[src/rtl/attribute_interpolator.sv]
// attribute_interpolator: blends per-vertex attributes by signed Q16.16 barycentric weights
// using a single time-shared multiply-accumulate, one product per cycle.
module attribute_interpolator #(
   parameter int NUM_ATTR = 3,
   parameter int ATTR_W   = 8,
   parameter int FRAC     = 16
) (
   input  logic                       clk,
   input  logic                       rst_n,
   input  logic                       weights_valid,
   input  logic signed [31:0]         w0,
   input  logic signed [31:0]         w1,
   input  logic signed [31:0]         w2,
   input  logic [NUM_ATTR*ATTR_W-1:0] attr_v0,
   input  logic [NUM_ATTR*ATTR_W-1:0] attr_v1,
   input  logic [NUM_ATTR*ATTR_W-1:0] attr_v2,
   output logic                       weights_ready,
   output logic                       pix_valid,
   input  logic                       pix_ready,
   output logic [NUM_ATTR*ATTR_W-1:0] pix_attr,
   output logic                       busy,
   output logic                       drop_err
);
   localparam int LW = NUM_ATTR*ATTR_W;
   localparam int AW = 32+ATTR_W+3;
   localparam int IW = $clog2(NUM_ATTR+1);
   localparam logic [1:0] IDLE = 2'd0, MAC = 2'd1, OUT = 2'd2;
   localparam logic signed [AW-1:0] HALF = AW'(1) << (FRAC-1);
   localparam logic signed [AW-1:0] MAXV = AW'((1 << ATTR_W) - 1);
   logic [1:0]             state;
   logic signed [31:0]     w_q [3];
   logic [LW-1:0]          a_q [3];
   logic signed [AW-1:0]   acc, prod, sum, t;
   logic [IW-1:0]          attr_idx;
   logic [1:0]             vtx_idx;
   logic [ATTR_W-1:0]      lane;
   logic                   accept;
   assign pix_valid     = state == OUT;
   assign busy          = state != IDLE;
   assign weights_ready = state == IDLE || (state == OUT && pix_ready);
   assign accept        = weights_valid && weights_ready;
   // Attribute is zero-extended to a positive signed operand before the signed multiply.
   always_comb begin
      prod = AW'(w_q[vtx_idx]) * AW'($signed({1'b0, a_q[vtx_idx][attr_idx*ATTR_W +: ATTR_W]}));
      sum  = acc + prod;
      t    = (sum + HALF) >>> FRAC;
      lane = t[AW-1] ? '0 : t > MAXV ? '1 : t[ATTR_W-1:0];
   end
   always_ff @(posedge clk) begin
      if (!rst_n) begin
         state    <= IDLE;
         pix_attr <= '0;
         drop_err <= 1'b0;
         acc      <= '0;
         attr_idx <= '0;
         vtx_idx  <= '0;
         w_q      <= '{default: '0};
         a_q      <= '{default: '0};
      end else begin
         if (weights_valid && !weights_ready)
            drop_err <= 1'b1;
         if (accept) begin
            w_q      <= '{w0, w1, w2};
            a_q      <= '{attr_v0, attr_v1, attr_v2};
            acc      <= '0;
            attr_idx <= '0;
            vtx_idx  <= '0;
            state    <= MAC;
         end else if (state == MAC) begin
            if (vtx_idx == 2'd2) begin
               pix_attr[attr_idx*ATTR_W +: ATTR_W] <= lane;
               acc      <= '0;
               vtx_idx  <= '0;
               attr_idx <= attr_idx + IW'(1);
               if (attr_idx == IW'(NUM_ATTR-1))
                  state <= OUT;
            end else begin
               acc     <= sum;
               vtx_idx <= vtx_idx + 2'd1;
            end
         end else if (state == OUT && pix_ready) begin
            state <= IDLE;
         end
      end
   end
endmodule

[config.mk]
export PLATFORM = sky130hd
export DESIGN_NAME = attribute_interpolator
export DESIGN_NICKNAME = d
export VERILOG_FILES = /design/src/rtl/attribute_interpolator.sv
export SDC_FILE = /design/constraint.sdc
export NUM_CORES = 1
export LEC_CHECK = 0
export ABC_CLOCK_PERIOD_IN_PS = 12400
export BUFFER_PORTS_ARGS = -buffer_cell sky130_fd_sc_hd__buf_2
export CORE_UTILIZATION = 50
export DETAILED_ROUTE_END_ITERATION = 10
export PLACE_DENSITY = 0.69
export SLEW_MARGIN = 40
export SYNTH_ARGS = -nofsm -noshare
export SYNTH_HDL_FRONTEND = slang
export SYNTH_SLANG_ARGS = --single-unit
[constraint.sdc]
create_clock -name clk -period 12.4 [get_ports clk]
set_input_delay 2.48 -clock clk [delete_from_list [all_inputs] [get_ports clk]]
set_output_delay 2.48 -clock clk [all_outputs]
set_load 0.02 [all_outputs]
==> impl_metrics.py <==
metrics = {
    "finish": {
        "fill_cells": 3915,
        "diodes": 0,
        "multi_input_area_um2": 15100,
        "drive_gt1_share_pct": 11.8,
        "area_growth_pct": 11.1,
        "register_area_um2": 4850,
        "finalNetCount": 3239,
    },
    "sta": {
        "finalClockSkew_ns": 0.0231,
        "tightest_slew_ns": 0.845,
        "finalHoldViolCount": 0,
        "timing.fmax_mhz": 99.6,
        "final.setup.tns_ns": 0,
        "fin_crit_sh_pct": 81.0,
        "slew_viol_final": 0,
        "rsz0062_at_grt": "no",
        "relSlewSlack_pct": 43.5,
        "setup_viol_count_final": 0,
        "fin_crit_ns": 10.04,
    },
    "yosys": {
        "ys_ff_latch": 242,
        "netlist_area_um2": 21600,
        "ys_async_sr_fraction_pct": 0,
        "synth_cell_types": 89,
        "ys_seq_area_share_pct": 22.5,
        "yosys_warnings": 0,
        "synth_edf_count": 0,
        "netlist_instances": 2630,
        "synth_top_flop_cell": "dfxtp_1",
        "syn_avg_cell_area_um2": 8.20,
        "syn-num-nets": 3138,
    },
    "floorplan": {
        "die_x_um": 210,
        "coreArea_um2": 42200,
        "die_height_um": 210,
        "initial_core_util_pct": 51.1,
        "die-area_um2": 44000,
        "num_rows": 75,
        "ioPinCount": 200,
    },
    "power": {
        "p_leak_nw": 10.9,
        "fin_total_pwr_w": 0.00239,
        "power_density_nw_per_um2": 99.7,
        "ir_worst_vdd_v": 0.000117,
    },
    "clock_network": {
        "clk_pin_slew_ns": 0.06,
        "cts_sinks": 242,
        "tritoncts": "done",
        "postCtsHoldBufs": 0,
        "clockRootBuffer": "clkbuf_16",
        "cts_inserted_buffers": 29,
        "insertion_delay_ns": 0.59,
        "post_cts_buffers": 0,
        "cts_resized": 0,
        "h-tree-depth": 1,
        "clk_path_buf_depth": 3,
    },
    "place": {
        "hpwl_mm": 45.1,
        "port_buffers": 199,
        "gp_congestion": 0.968,
    },
    "critical_path": {
        "crit_path_end_kind": "register",
        "slowest_stage": "a211o_1",
        "worst-path-buf-inv": 7,
        "startpoint_type": "register",
        "startpoint": "vtx_idx[0]",
        "cp.required_ns": 12.84,
        "cp_max_fo": 28,
        "cpPeakStageDelay_ns": 0.60,
        "critPathTopFamily": "adder cells",
        "r2r-start": "vtx_idx[0]",
        "critical_path_class": "reg2reg",
        "crit_arrival_ns": 10.48,
    },
    "run": {
        "cap_violations": 0,
    },
    "route": {
        "vias": 18276,
        "drc_errors": 0,
        "wl_per_cell_um": 17.8,
        "ant_nets": 0,
        "routed_wl_mm": 58.7,
        "drt_first_iter_violations": 1337,
        "vias_per_cell": 5.55,
        "first_pass_iters": 5,
    },
    "min_path": {
        "worstHoldStart": "w_q[81]",
        "hold_path.class": "reg2reg",
    },
    "global_route": {
        "grt_pass1_wl_mm": 96.2,
        "grt_pass1_vias": 18198,
        "grt_use_total_pct": 27.2,
        "grt_overflow_total": 0,
        "antenna_found_initial": 0,
        "grt_max_degree": 103,
    },
    "run_status": {
        "status": "finished clean",
    },
}
-- synth_stat cells, types with 19 or more instances --
master | number | area, um^2
inv_1 | 301 | 1130
a22oi_1 | 66 | 495
xnor2_1 | 22 | 193
nand2_1 | 577 | 2170
nor2b_1 | 24 | 150
a21oi_1 | 74 | 370
o22ai_1 | 19 | 119
mux2i_1 | 59 | 591
clkbuf_1 | 122 | 458
nand3_1 | 19 | 95.1
o21a_1 | 20 | 150
o211ai_1 | 19 | 143
dfxtp_1 | 242 | 4840
ha_1 | 97 | 1210
fa_1 | 239 | 4780
o21ai_0 | 48 | 240
nor4b_1 | 24 | 210
a21boi_0 | 175 | 1310
nor2_1 | 206 | 773
-- state kept, by name, indices dropped and copies added (netlist names) --
| signal | count |
|---|---|
| vtx_idx | 2 |
| drop_err | 1 |
| attr_idx | 2 |
| pix_attr | 24 |
| a_q | 72 |
| w_q | 96 |
| state | 2 |
| acc | 43 |
-- per-layer routing --
metal  share of wire, %  up-vias  global-route usage [%]  wire length, um
met1                 48     8853                    40.2            27900
met4                1.8        0                    5.31             1050
met5                  0        -                       0                0
li1                   -     8788                       -                -
met2                 45      562                    42.7            26200
met3                6.0       73                    3.43             3540
-- through the flow --
stage | cell area, um^2 | std cells | util, % | setup WS, ns | hold WS, ns
after global placement | 22900 | 3238 | 54.1 | 2.30 | 0.446
after CTS | 23900 | 3293 | 56.7 | 2.18 | 0.467
after floorplan | 21600 | 2630 | - | 3.31 | 0.443
after detailed placement | 22900 | 3239 | 54.2 | 2.16 | 0.455
after global routing | 24000 | 3293 | 56.8 | 1.63 | 0.477
final | 24000 | 3293 | 56.8 | 2.36 | 0.463
-- report_power, final --
part | leakage, nW | internal (W) | switching [W]
combinational | 8.41 | 0.000220 | 0.000398
sequential | 1.98 | 0.000816 | 0.0000233
clock | 0.515 | 0.000558 | 0.000373
-- placed cells by master, fill, tap and decap left out, drive strengths merged, types with 5 or more instances in the layout --
cell type / netlist / routed
a211o: 5 / 5
a211oi: 11 / 11
a21boi: 177 / 177
a21o: 17 / 17
a21oi: 75 / 75
a22oi: 66 / 66
a31oi: 5 / 5
and2: 17 / 17
and3: 9 / 9
and4: 11 / 11
buf: 27 / 220
clkbuf: 123 / 38
clkinv: 0 / 8
dfxtp: 242 / 242
fa: 239 / 239
ha: 97 / 97
inv: 301 / 303
mux2i: 59 / 59
nand2: 577 / 577
nand2b: 12 / 12
nand3: 22 / 22
nand4: 19 / 19
nor2: 207 / 207
nor2b: 24 / 24
nor3: 14 / 14
nor4b: 25 / 25
o2111ai: 5 / 5
o211ai: 20 / 20
o21a: 20 / 20
o21ai: 64 / 64
o21bai: 5 / 5
o22a: 13 / 13
o22ai: 19 / 19
or2: 10 / 10
xnor2: 24 / 24
xor2: 12 / 12
-- layout make-up --
| type | instances | share of cell area, % |
|---|---|---|
| clock buffer | 38 | 3.46 |
| clock inverter | 16 | 0.908 |
| inverter | 301 | 4.71 |
| timing repair buffer | 220 | 4.89 |
| multi-input combinational | 1937 | 63.0 |
| tap | 539 | 2.81 |
| sequential | 242 | 20.2 |
-- final timing paths --
path	end	slack (ns)	depth (start not counted)
worst max-delay path	pix_attr[11]	2.36	34
worst min-delay path	w_q[81]	0.46	2
worst max register to register	pix_attr[11]	2.36	34
worst min register to register	w_q[81]	0.46	2
-- logic make-up after synthesis --
| family | count (synthesis) | share of synthesized area [%] |
|---|---|---|
| and+or+nand+nor | 973 | 19.9 |
| AOI/OAI and AO/OA | 533 | 17.5 |
| buffers and inverters | 451 | 8.00 |
| adders and majority gates | 336 | 27.8 |
| DFF | 242 | 22.5 |
| muxes | 59 | 2.74 |
| xor gates and xnor gates | 36 | 1.58 |
-- worst min-delay path: cells and delay by family (launching register included) --
family           cells  cell delay (ns)
AND/OR/NAND/NOR      1             0.05
AO/OA/AOI/OAI        1             0.06
flip-flops           1             0.31
(Power assumes the default switching activity.)
